$ cat config.mk
export PLATFORM = sky130hd
export DESIGN_NAME = ps2_space_detect_flat
export DESIGN_NICKNAME = d
export VERILOG_FILES = /design/src/rtl/ps2_space_detect_if.sv /design/src/rtl/ps2_space_detect.sv /design/src/flat_wrapper.sv
export SDC_FILE = /design/constraint.sdc
export NUM_CORES = 1
export LEC_CHECK = 0
export BUFFER_PORTS_ARGS = -buffer_cell sky130_fd_sc_hd__buf_2
export CAP_MARGIN = 20
export CORE_MARGIN = 5
export CORE_UTILIZATION = 60
export DETAILED_ROUTE_END_ITERATION = 8
export HOLD_SLACK_MARGIN = 0.03
export PLACE_DENSITY_LB_ADDON = 0.2
export REMOVE_ABC_BUFFERS = 1
export SYNTH_ARGS = -nofsm -noshare
export SYNTH_HDL_FRONTEND = slang
export SYNTH_SLANG_ARGS = --single-unit
$ cat constraint.sdc
create_clock -name i_clk -period 3 [get_ports i_clk]
set_clock_uncertainty 0.05 [all_clocks]
set_input_delay 0.3 -clock i_clk [delete_from_list [all_inputs] [get_ports i_clk]]
set_output_delay 0.3 -clock i_clk [all_outputs]
set_load 0.1 [all_outputs]
$ cat src/rtl/ps2_space_detect_if.sv
// ps2_space_detect_if
//   Bundles the PS/2 line inputs and the decoded key-event outputs of
//   ps2_space_detect.
//   master : drives the PS/2 lines, observes key events (keyboard side / bench)
//   slave  : receives the PS/2 lines, produces key events (the decoder)
//   ps2_clk, ps2_data       raw keyboard lines, asynchronous to the system clock
//   scan_code[7:0]          last accepted data byte
//   code_valid              one-cycle pulse, scan_code updated
//   is_break, is_ext        qualifiers of code_valid (F0 / E0 prefix seen)
//   space_pressed           one-cycle pulse on a fresh spacebar make
//   space_held              level, spacebar currently down
//   frame_err               one-cycle pulse on bad start/parity/stop or timeout
interface ps2_space_detect_if;
  logic       ps2_clk;
  logic       ps2_data;
  logic [7:0] scan_code;
  logic       code_valid;
  logic       is_break;
  logic       is_ext;
  logic       space_pressed;
  logic       space_held;
  logic       frame_err;

  modport master (
    output ps2_clk, ps2_data,
    input  scan_code, code_valid, is_break, is_ext, space_pressed, space_held, frame_err
  );

  modport slave (
    input  ps2_clk, ps2_data,
    output scan_code, code_valid, is_break, is_ext, space_pressed, space_held, frame_err
  );
endinterface

$ cat src/rtl/ps2_space_detect.sv
// ps2_space_detect
//   PS/2 keyboard receiver: synchronises and de-glitches the PS/2 lines,
//   deserialises 11-bit frames, tracks E0/F0 prefixes and raises a single-cycle
//   start pulse on a fresh spacebar make.
//   i_clk    system clock (100 MHz)
//   i_rst_n  asynchronous active-low reset
//   bus      ps2_space_detect_if.slave: PS/2 lines in, key events out
module ps2_space_detect #(
  parameter int unsigned FILTER_LEN     = 8,
  parameter int unsigned TIMEOUT_CYCLES = 20000,
  parameter logic [7:0]  SPACE_CODE     = 8'h29
) (
  input logic               i_clk,
  input logic               i_rst_n,
  ps2_space_detect_if.slave bus
);

  localparam int unsigned     FiltW    = $clog2(FILTER_LEN + 1);
  localparam int unsigned     TmoW     = $clog2(TIMEOUT_CYCLES + 1);
  localparam logic [FiltW-1:0] FiltLast = FiltW'(FILTER_LEN - 1);
  localparam logic [TmoW-1:0]  TmoLast  = TmoW'(TIMEOUT_CYCLES - 1);
  localparam logic [7:0]      ExtCode  = 8'hE0;
  localparam logic [7:0]      BrkCode  = 8'hF0;

  typedef enum logic [1:0] {StIdle, StData, StParity, StStop} state_e;

  // Input conditioning
  logic             r_clk_s1, r_clk_s2;
  logic             r_dat_s1, r_dat_s2;
  logic             r_clk_filt, r_clk_filt_q;
  logic [FiltW-1:0] r_filt_cnt;
  logic             w_fall;

  // Frame FSM
  state_e          r_state, w_state_next;
  logic [7:0]      r_shift, w_shift_next;
  logic [2:0]      r_bit_cnt, w_bit_cnt_next;
  logic            r_parity, w_parity_next;
  logic [TmoW-1:0] r_tmo_cnt;
  logic            w_timeout;
  logic            w_accept;
  logic            w_err;

  // Decode state and outputs
  logic       r_ext_pend, r_brk_pend;
  logic [7:0] r_scan_code;
  logic       r_code_valid;
  logic       r_is_break;
  logic       r_is_ext;
  logic       r_space_pressed;
  logic       r_space_held;
  logic       r_frame_err;

  // Synchronisers reset to the idle bus level so releasing reset cannot fake an edge.
  always_ff @(posedge i_clk or negedge i_rst_n) begin
    if (!i_rst_n) begin
      r_clk_s1 <= 1'b1;
      r_clk_s2 <= 1'b1;
      r_dat_s1 <= 1'b1;
      r_dat_s2 <= 1'b1;
    end else begin
      r_clk_s1 <= bus.ps2_clk;
      r_clk_s2 <= r_clk_s1;
      r_dat_s1 <= bus.ps2_data;
      r_dat_s2 <= r_dat_s1;
    end
  end

  // The filtered clock follows only after FILTER_LEN consecutive disagreeing samples.
  always_ff @(posedge i_clk or negedge i_rst_n) begin
    if (!i_rst_n) begin
      r_clk_filt   <= 1'b1;
      r_clk_filt_q <= 1'b1;
      r_filt_cnt   <= '0;
    end else begin
      r_clk_filt_q <= r_clk_filt;
      if (r_clk_s2 == r_clk_filt) begin
        r_filt_cnt <= '0;
      end else if (r_filt_cnt == FiltLast) begin
        r_filt_cnt <= '0;
        r_clk_filt <= r_clk_s2;
      end else begin
        r_filt_cnt <= r_filt_cnt + 1'b1;
      end
    end
  end

  assign w_fall = r_clk_filt_q & ~r_clk_filt;

  // Mid-frame watchdog, restarted by every falling edge.
  assign w_timeout = (r_state != StIdle) && !w_fall && (r_tmo_cnt == TmoLast);

  always_ff @(posedge i_clk or negedge i_rst_n) begin
    if (!i_rst_n) begin
      r_tmo_cnt <= '0;
    end else if (r_state == StIdle || w_fall || w_timeout) begin
      r_tmo_cnt <= '0;
    end else begin
      r_tmo_cnt <= r_tmo_cnt + 1'b1;
    end
  end

  always_ff @(posedge i_clk or negedge i_rst_n) begin
    if (!i_rst_n) begin
      r_state   <= StIdle;
      r_shift   <= '0;
      r_bit_cnt <= '0;
      r_parity  <= 1'b0;
    end else begin
      r_state   <= w_state_next;
      r_shift   <= w_shift_next;
      r_bit_cnt <= w_bit_cnt_next;
      r_parity  <= w_parity_next;
    end
  end

  always_comb begin
    w_state_next   = r_state;
    w_shift_next   = r_shift;
    w_bit_cnt_next = r_bit_cnt;
    w_parity_next  = r_parity;
    w_accept       = 1'b0;
    w_err          = 1'b0;
    if (w_timeout) begin
      w_state_next = StIdle;
      w_err        = 1'b1;
    end else if (w_fall) begin
      case (r_state)
        StIdle: begin
          if (!r_dat_s2) begin
            w_state_next   = StData;
            w_bit_cnt_next = 3'd0;
          end else begin
            w_err = 1'b1;
          end
        end
        StData: begin
          // LSB arrives first, so shift in from the top.
          w_shift_next   = {r_dat_s2, r_shift[7:1]};
          w_bit_cnt_next = r_bit_cnt + 3'd1;
          if (r_bit_cnt == 3'd7) begin
            w_state_next = StParity;
          end
        end
        StParity: begin
          w_parity_next = r_dat_s2;
          w_state_next  = StStop;
        end
        StStop: begin
          w_state_next = StIdle;
          if (r_dat_s2 && (^{r_shift, r_parity})) begin
            w_accept = 1'b1;
          end else begin
            w_err = 1'b1;
          end
        end
        default: w_state_next = StIdle;
      endcase
    end
  end

  // Byte decode; all event outputs are registered one clock after the stop-bit fall.
  always_ff @(posedge i_clk or negedge i_rst_n) begin
    if (!i_rst_n) begin
      r_ext_pend      <= 1'b0;
      r_brk_pend      <= 1'b0;
      r_scan_code     <= 8'h00;
      r_code_valid    <= 1'b0;
      r_is_break      <= 1'b0;
      r_is_ext        <= 1'b0;
      r_space_pressed <= 1'b0;
      r_space_held    <= 1'b0;
      r_frame_err     <= 1'b0;
    end else begin
      r_code_valid    <= 1'b0;
      r_space_pressed <= 1'b0;
      r_frame_err     <= w_err;
      if (w_accept) begin
        if (r_shift == ExtCode) begin
          r_ext_pend <= 1'b1;
        end else if (r_shift == BrkCode) begin
          r_brk_pend <= 1'b1;
        end else begin
          r_scan_code  <= r_shift;
          r_is_break   <= r_brk_pend;
          r_is_ext     <= r_ext_pend;
          r_code_valid <= 1'b1;
          r_ext_pend   <= 1'b0;
          r_brk_pend   <= 1'b0;
          // Extended 0x29 is a different key and never touches space tracking.
          if (r_shift == SPACE_CODE && !r_ext_pend) begin
            if (r_brk_pend) begin
              r_space_held <= 1'b0;
            end else if (!r_space_held) begin
              r_space_pressed <= 1'b1;
              r_space_held    <= 1'b1;
            end
          end
        end
      end
    end
  end

  assign bus.scan_code     = r_scan_code;
  assign bus.code_valid    = r_code_valid;
  assign bus.is_break      = r_is_break;
  assign bus.is_ext        = r_is_ext;
  assign bus.space_pressed = r_space_pressed;
  assign bus.space_held    = r_space_held;
  assign bus.frame_err     = r_frame_err;

endmodule

$ cat src/flat_wrapper.sv
// flat-port wrapper written by rule: the top's interface ports become plain ports
module ps2_space_detect_flat 
#(
  parameter int unsigned FILTER_LEN     = 8,
  parameter int unsigned TIMEOUT_CYCLES = 20000,
  parameter logic [7:0]  SPACE_CODE     = 8'h29
)
  (i_clk, i_rst_n, bus_ps2_clk, bus_ps2_data, bus_scan_code, bus_code_valid, bus_is_break, bus_is_ext, bus_space_pressed, bus_space_held, bus_frame_err);
  ps2_space_detect_if bus_i ();
  input logic i_clk;
  input logic i_rst_n;
  input wire logic [$bits(bus_i.ps2_clk)-1:0] bus_ps2_clk;
  input wire logic [$bits(bus_i.ps2_data)-1:0] bus_ps2_data;
  output wire logic [$bits(bus_i.scan_code)-1:0] bus_scan_code;
  output wire logic [$bits(bus_i.code_valid)-1:0] bus_code_valid;
  output wire logic [$bits(bus_i.is_break)-1:0] bus_is_break;
  output wire logic [$bits(bus_i.is_ext)-1:0] bus_is_ext;
  output wire logic [$bits(bus_i.space_pressed)-1:0] bus_space_pressed;
  output wire logic [$bits(bus_i.space_held)-1:0] bus_space_held;
  output wire logic [$bits(bus_i.frame_err)-1:0] bus_frame_err;
  assign bus_i.ps2_clk = bus_ps2_clk;
  assign bus_i.ps2_data = bus_ps2_data;
  assign bus_scan_code = bus_i.scan_code;
  assign bus_code_valid = bus_i.code_valid;
  assign bus_is_break = bus_i.is_break;
  assign bus_is_ext = bus_i.is_ext;
  assign bus_space_pressed = bus_i.space_pressed;
  assign bus_space_held = bus_i.space_held;
  assign bus_frame_err = bus_i.frame_err;
  ps2_space_detect #(.FILTER_LEN(FILTER_LEN), .TIMEOUT_CYCLES(TIMEOUT_CYCLES), .SPACE_CODE(SPACE_CODE)) u_core (.i_clk(i_clk), .i_rst_n(i_rst_n), .bus(bus_i));
endmodule
==> metrics.json <==
{
  "yosys_register_bits": 55,
  "layout.cells.most_common_list": "dfrtp_1, nor2_1, buf_2",
  "ys_warn_count": 0,
  "synth_area_um2": 2620,
  "die_area_um2": 5790,
  "post_route_cells_drive_above_1_share_pct": 23.7,
  "cts-buffers-inserted": 5,
  "end_kind": "flip-flop",
  "cts_setup_buffers": 0,
  "clock_slew_at_the_register_clock_pins_of_the_worst_setup_and_hold_paths_ps": 100,
  "place.gp.congestion": 0.864,
  "crit_type": "flip-flop to flip-flop",
  "required_ps": 3150,
  "n_antenna_cell": 0,
  "post_synth_inst_count": 217,
  "pwr_per_cell_area_nw_per_um2": 631,
  "grt_util_all_layers_pct": 16.5,
  "finalSetupViolations": 0,
  "first_global_vias": 1690,
  "tritoncts": "yes",
  "top_level_ports": 18,
  "finish.net_count": 253,
  "startpoint_kind_of_the_worst_setup_timing_path": "flip-flop",
  "grt_antenna_before_repair": 0,
  "synth_area_per_cell_um2": 12.1,
  "drt_drc_violations_left": 0,
  "globalRoute.totalOverflow": 0,
  "buffer_ports.inserted": 17,
  "core_utilization_of_the_finished_layout_pct": 67.2,
  "report.power.total_w": 0.00182,
  "final.min_clock_period_ps": 2310,
  "initialDrtViolationCount": 138,
  "max-clock-path-buffers": 2,
  "slew_viol_final": 0,
  "setup_repair_after_global_routing_missed_its_margin": "no",
  "dpl.hpwl_mm": 3.07,
  "total_leakage_power_nw": 1.36,
  "drv.max_cap_violation_count": 0,
  "outcome": "finished, final reports clean",
  "area_delta_synth_final_pct": 10.1,
  "chipHeight_um": 76.1,
  "post_drt_via_cell_ratio": 5.66,
  "h_tree_depth": 2,
  "critPathMaxFanout": 13,
  "fin_ws_ps": 689,
  "drt.antenna.violating_nets": 0,
  "achievable-frequency_ghz": 0.433,
  "dp_cells": 283,
  "clock_latency_ps": 310,
  "clock_sinks": 55,
  "async_flop_share_pct": 100,
  "peakVddDrop_mv": 0.433,
  "finalHoldViolations": 0,
  "finish.cell_count_without_fillers": 293,
  "synth_edf_count": 0,
  "grt_max_degree": 56,
  "first_pass_iters": 4,
  "slew-limit-headroom_pct": 56.4,
  "root_buffer": "clkbuf_8",
  "most_frequently_used_flop_master_after_synthesis": "dfrtp_1",
  "coreArea_um2": 4290,
  "hold_buffers": 2,
  "arrival_ps": 2470,
  "num_vias": 1657,
  "number_of_rows_created_at_floorplan": 24,
  "worst_tran_pin_value_ps": 653,
  "post-place-ws_ps": 686,
  "post_cts_resized": 0,
  "drt_wl_total_mm": 4.33,
  "setup_tns_ps": 0,
  "synthDistinctLibCells": 46,
  "grt_first_pass_wirelength_mm": 7.89,
  "die-width_um": 76.1,
  "finalCritPeriodShare_pct": 77.0,
  "effective_utilization_at_floorplan_pct": 61.0,
  "layout_commonest_cell": "dfrtp_1",
  "synth-seq-area-share_pct": 52.8,
  "wire_per_inst_um": 14.8,
  "min_path_type": "input port to async pin"
}
-- cell usage after synthesis, types with 4 or more instances --
| library cell | count | share of area (%) |
|---|---|---|
| dfstp_2 | 6 | 6.0 |
| nand3_1 | 6 | 1.1 |
| a21oi_1 | 6 | 1.1 |
| mux2_4 | 4 | 2.3 |
| dfrtp_1 | 49 | 47 |
| nand4_1 | 6 | 1.4 |
| ha_1 | 9 | 4.3 |
| xnor2_1 | 10 | 3.3 |
| xor2_1 | 6 | 2.0 |
| nand2_1 | 13 | 1.9 |
| mux2_2 | 13 | 5.6 |
| inv_1 | 10 | 1.4 |
| nor3_1 | 8 | 1.5 |
| nor2_1 | 20 | 2.9 |
-- stage by stage --
stage          instance area (µm²)  hold slack (ps)
2_1_floorplan                 2590            -45.6
3_3_place_gp                  2750              296
3_5_place_dp                  2750              299
4_1_cts                       2890             67.6
5_1_grt                       2890              114
6_report                      2890             46.7
-- metal layers --
layer	share of wire [%]	global-route usage (%)	vias up
met5	0	0	-
met4	0.90	3.67	0
met3	4.8	4.73	5
met2	48	26.3	33
met1	47	22.6	791
li1	-	-	828
-- logic make-up after synthesis --
logic type | after synthesis | share of synthesized area, %
simple gates | 76 | 15.6
flops | 55 | 52.8
compound gates | 24 | 7.02
mux | 20 | 9.50
xor+xnor | 19 | 8.26
fa+ha+maj | 9 | 4.30
buf+inv | 14 | 2.58
-- layout make-up --
type | count | area (µm²)
repair buffers | 20 | 113
clock inverters | 3 | 47.5
well taps | 52 | 65.1
fillers | 318 | 1410
multi-input cells | 148 | 1170
inverters | 10 | 37.5
clock buffers | 5 | 68.8
flip-flops and latches | 55 | 1380
-- critical path: stages (launching register included) --
cell and delay (ps):
dfrtp_1 480, xnor2_1 180, xnor3_4 600, mux2i_4 490, mux2_2 410
-- sequential cells by signal (all words and copies together) (netlist names), 2 cells and up --
signal                flops
u_core.bus.scan_code      8
u_core.r_filt_cnt         4
u_core.r_shift            8
u_core.r_state            2
u_core.r_bit_cnt          3
u_core.r_tmo_cnt         15
-- power by group --
part / internal, W / switching (W)
clock: 0.000253 / 0.000242
combinational: 0.000179 / 0.000250
sequential: 0.000824 / 0.0000700
-- final timing paths --
check                      slack, ps  depth (start not counted)         startpoint                 endpoint
max in group asynchronous       2420                          2            i_rst_n     u_core.r_tmo_cnt[11]
setup / recovery                 690                          4  u_core.r_shift[4]  u_core.bus.scan_code[2]
hold / removal                    50                          2            i_rst_n        u_core.r_shift[1]
min in group i_clk               310                          0    u_core.r_dat_s1          u_core.r_dat_s2
hold reg to reg                  310                          0    u_core.r_dat_s1          u_core.r_dat_s2
setup reg to reg                 690                          4  u_core.r_shift[4]  u_core.bus.scan_code[2]
Note: power is estimated with default switching activity, not from simulation.
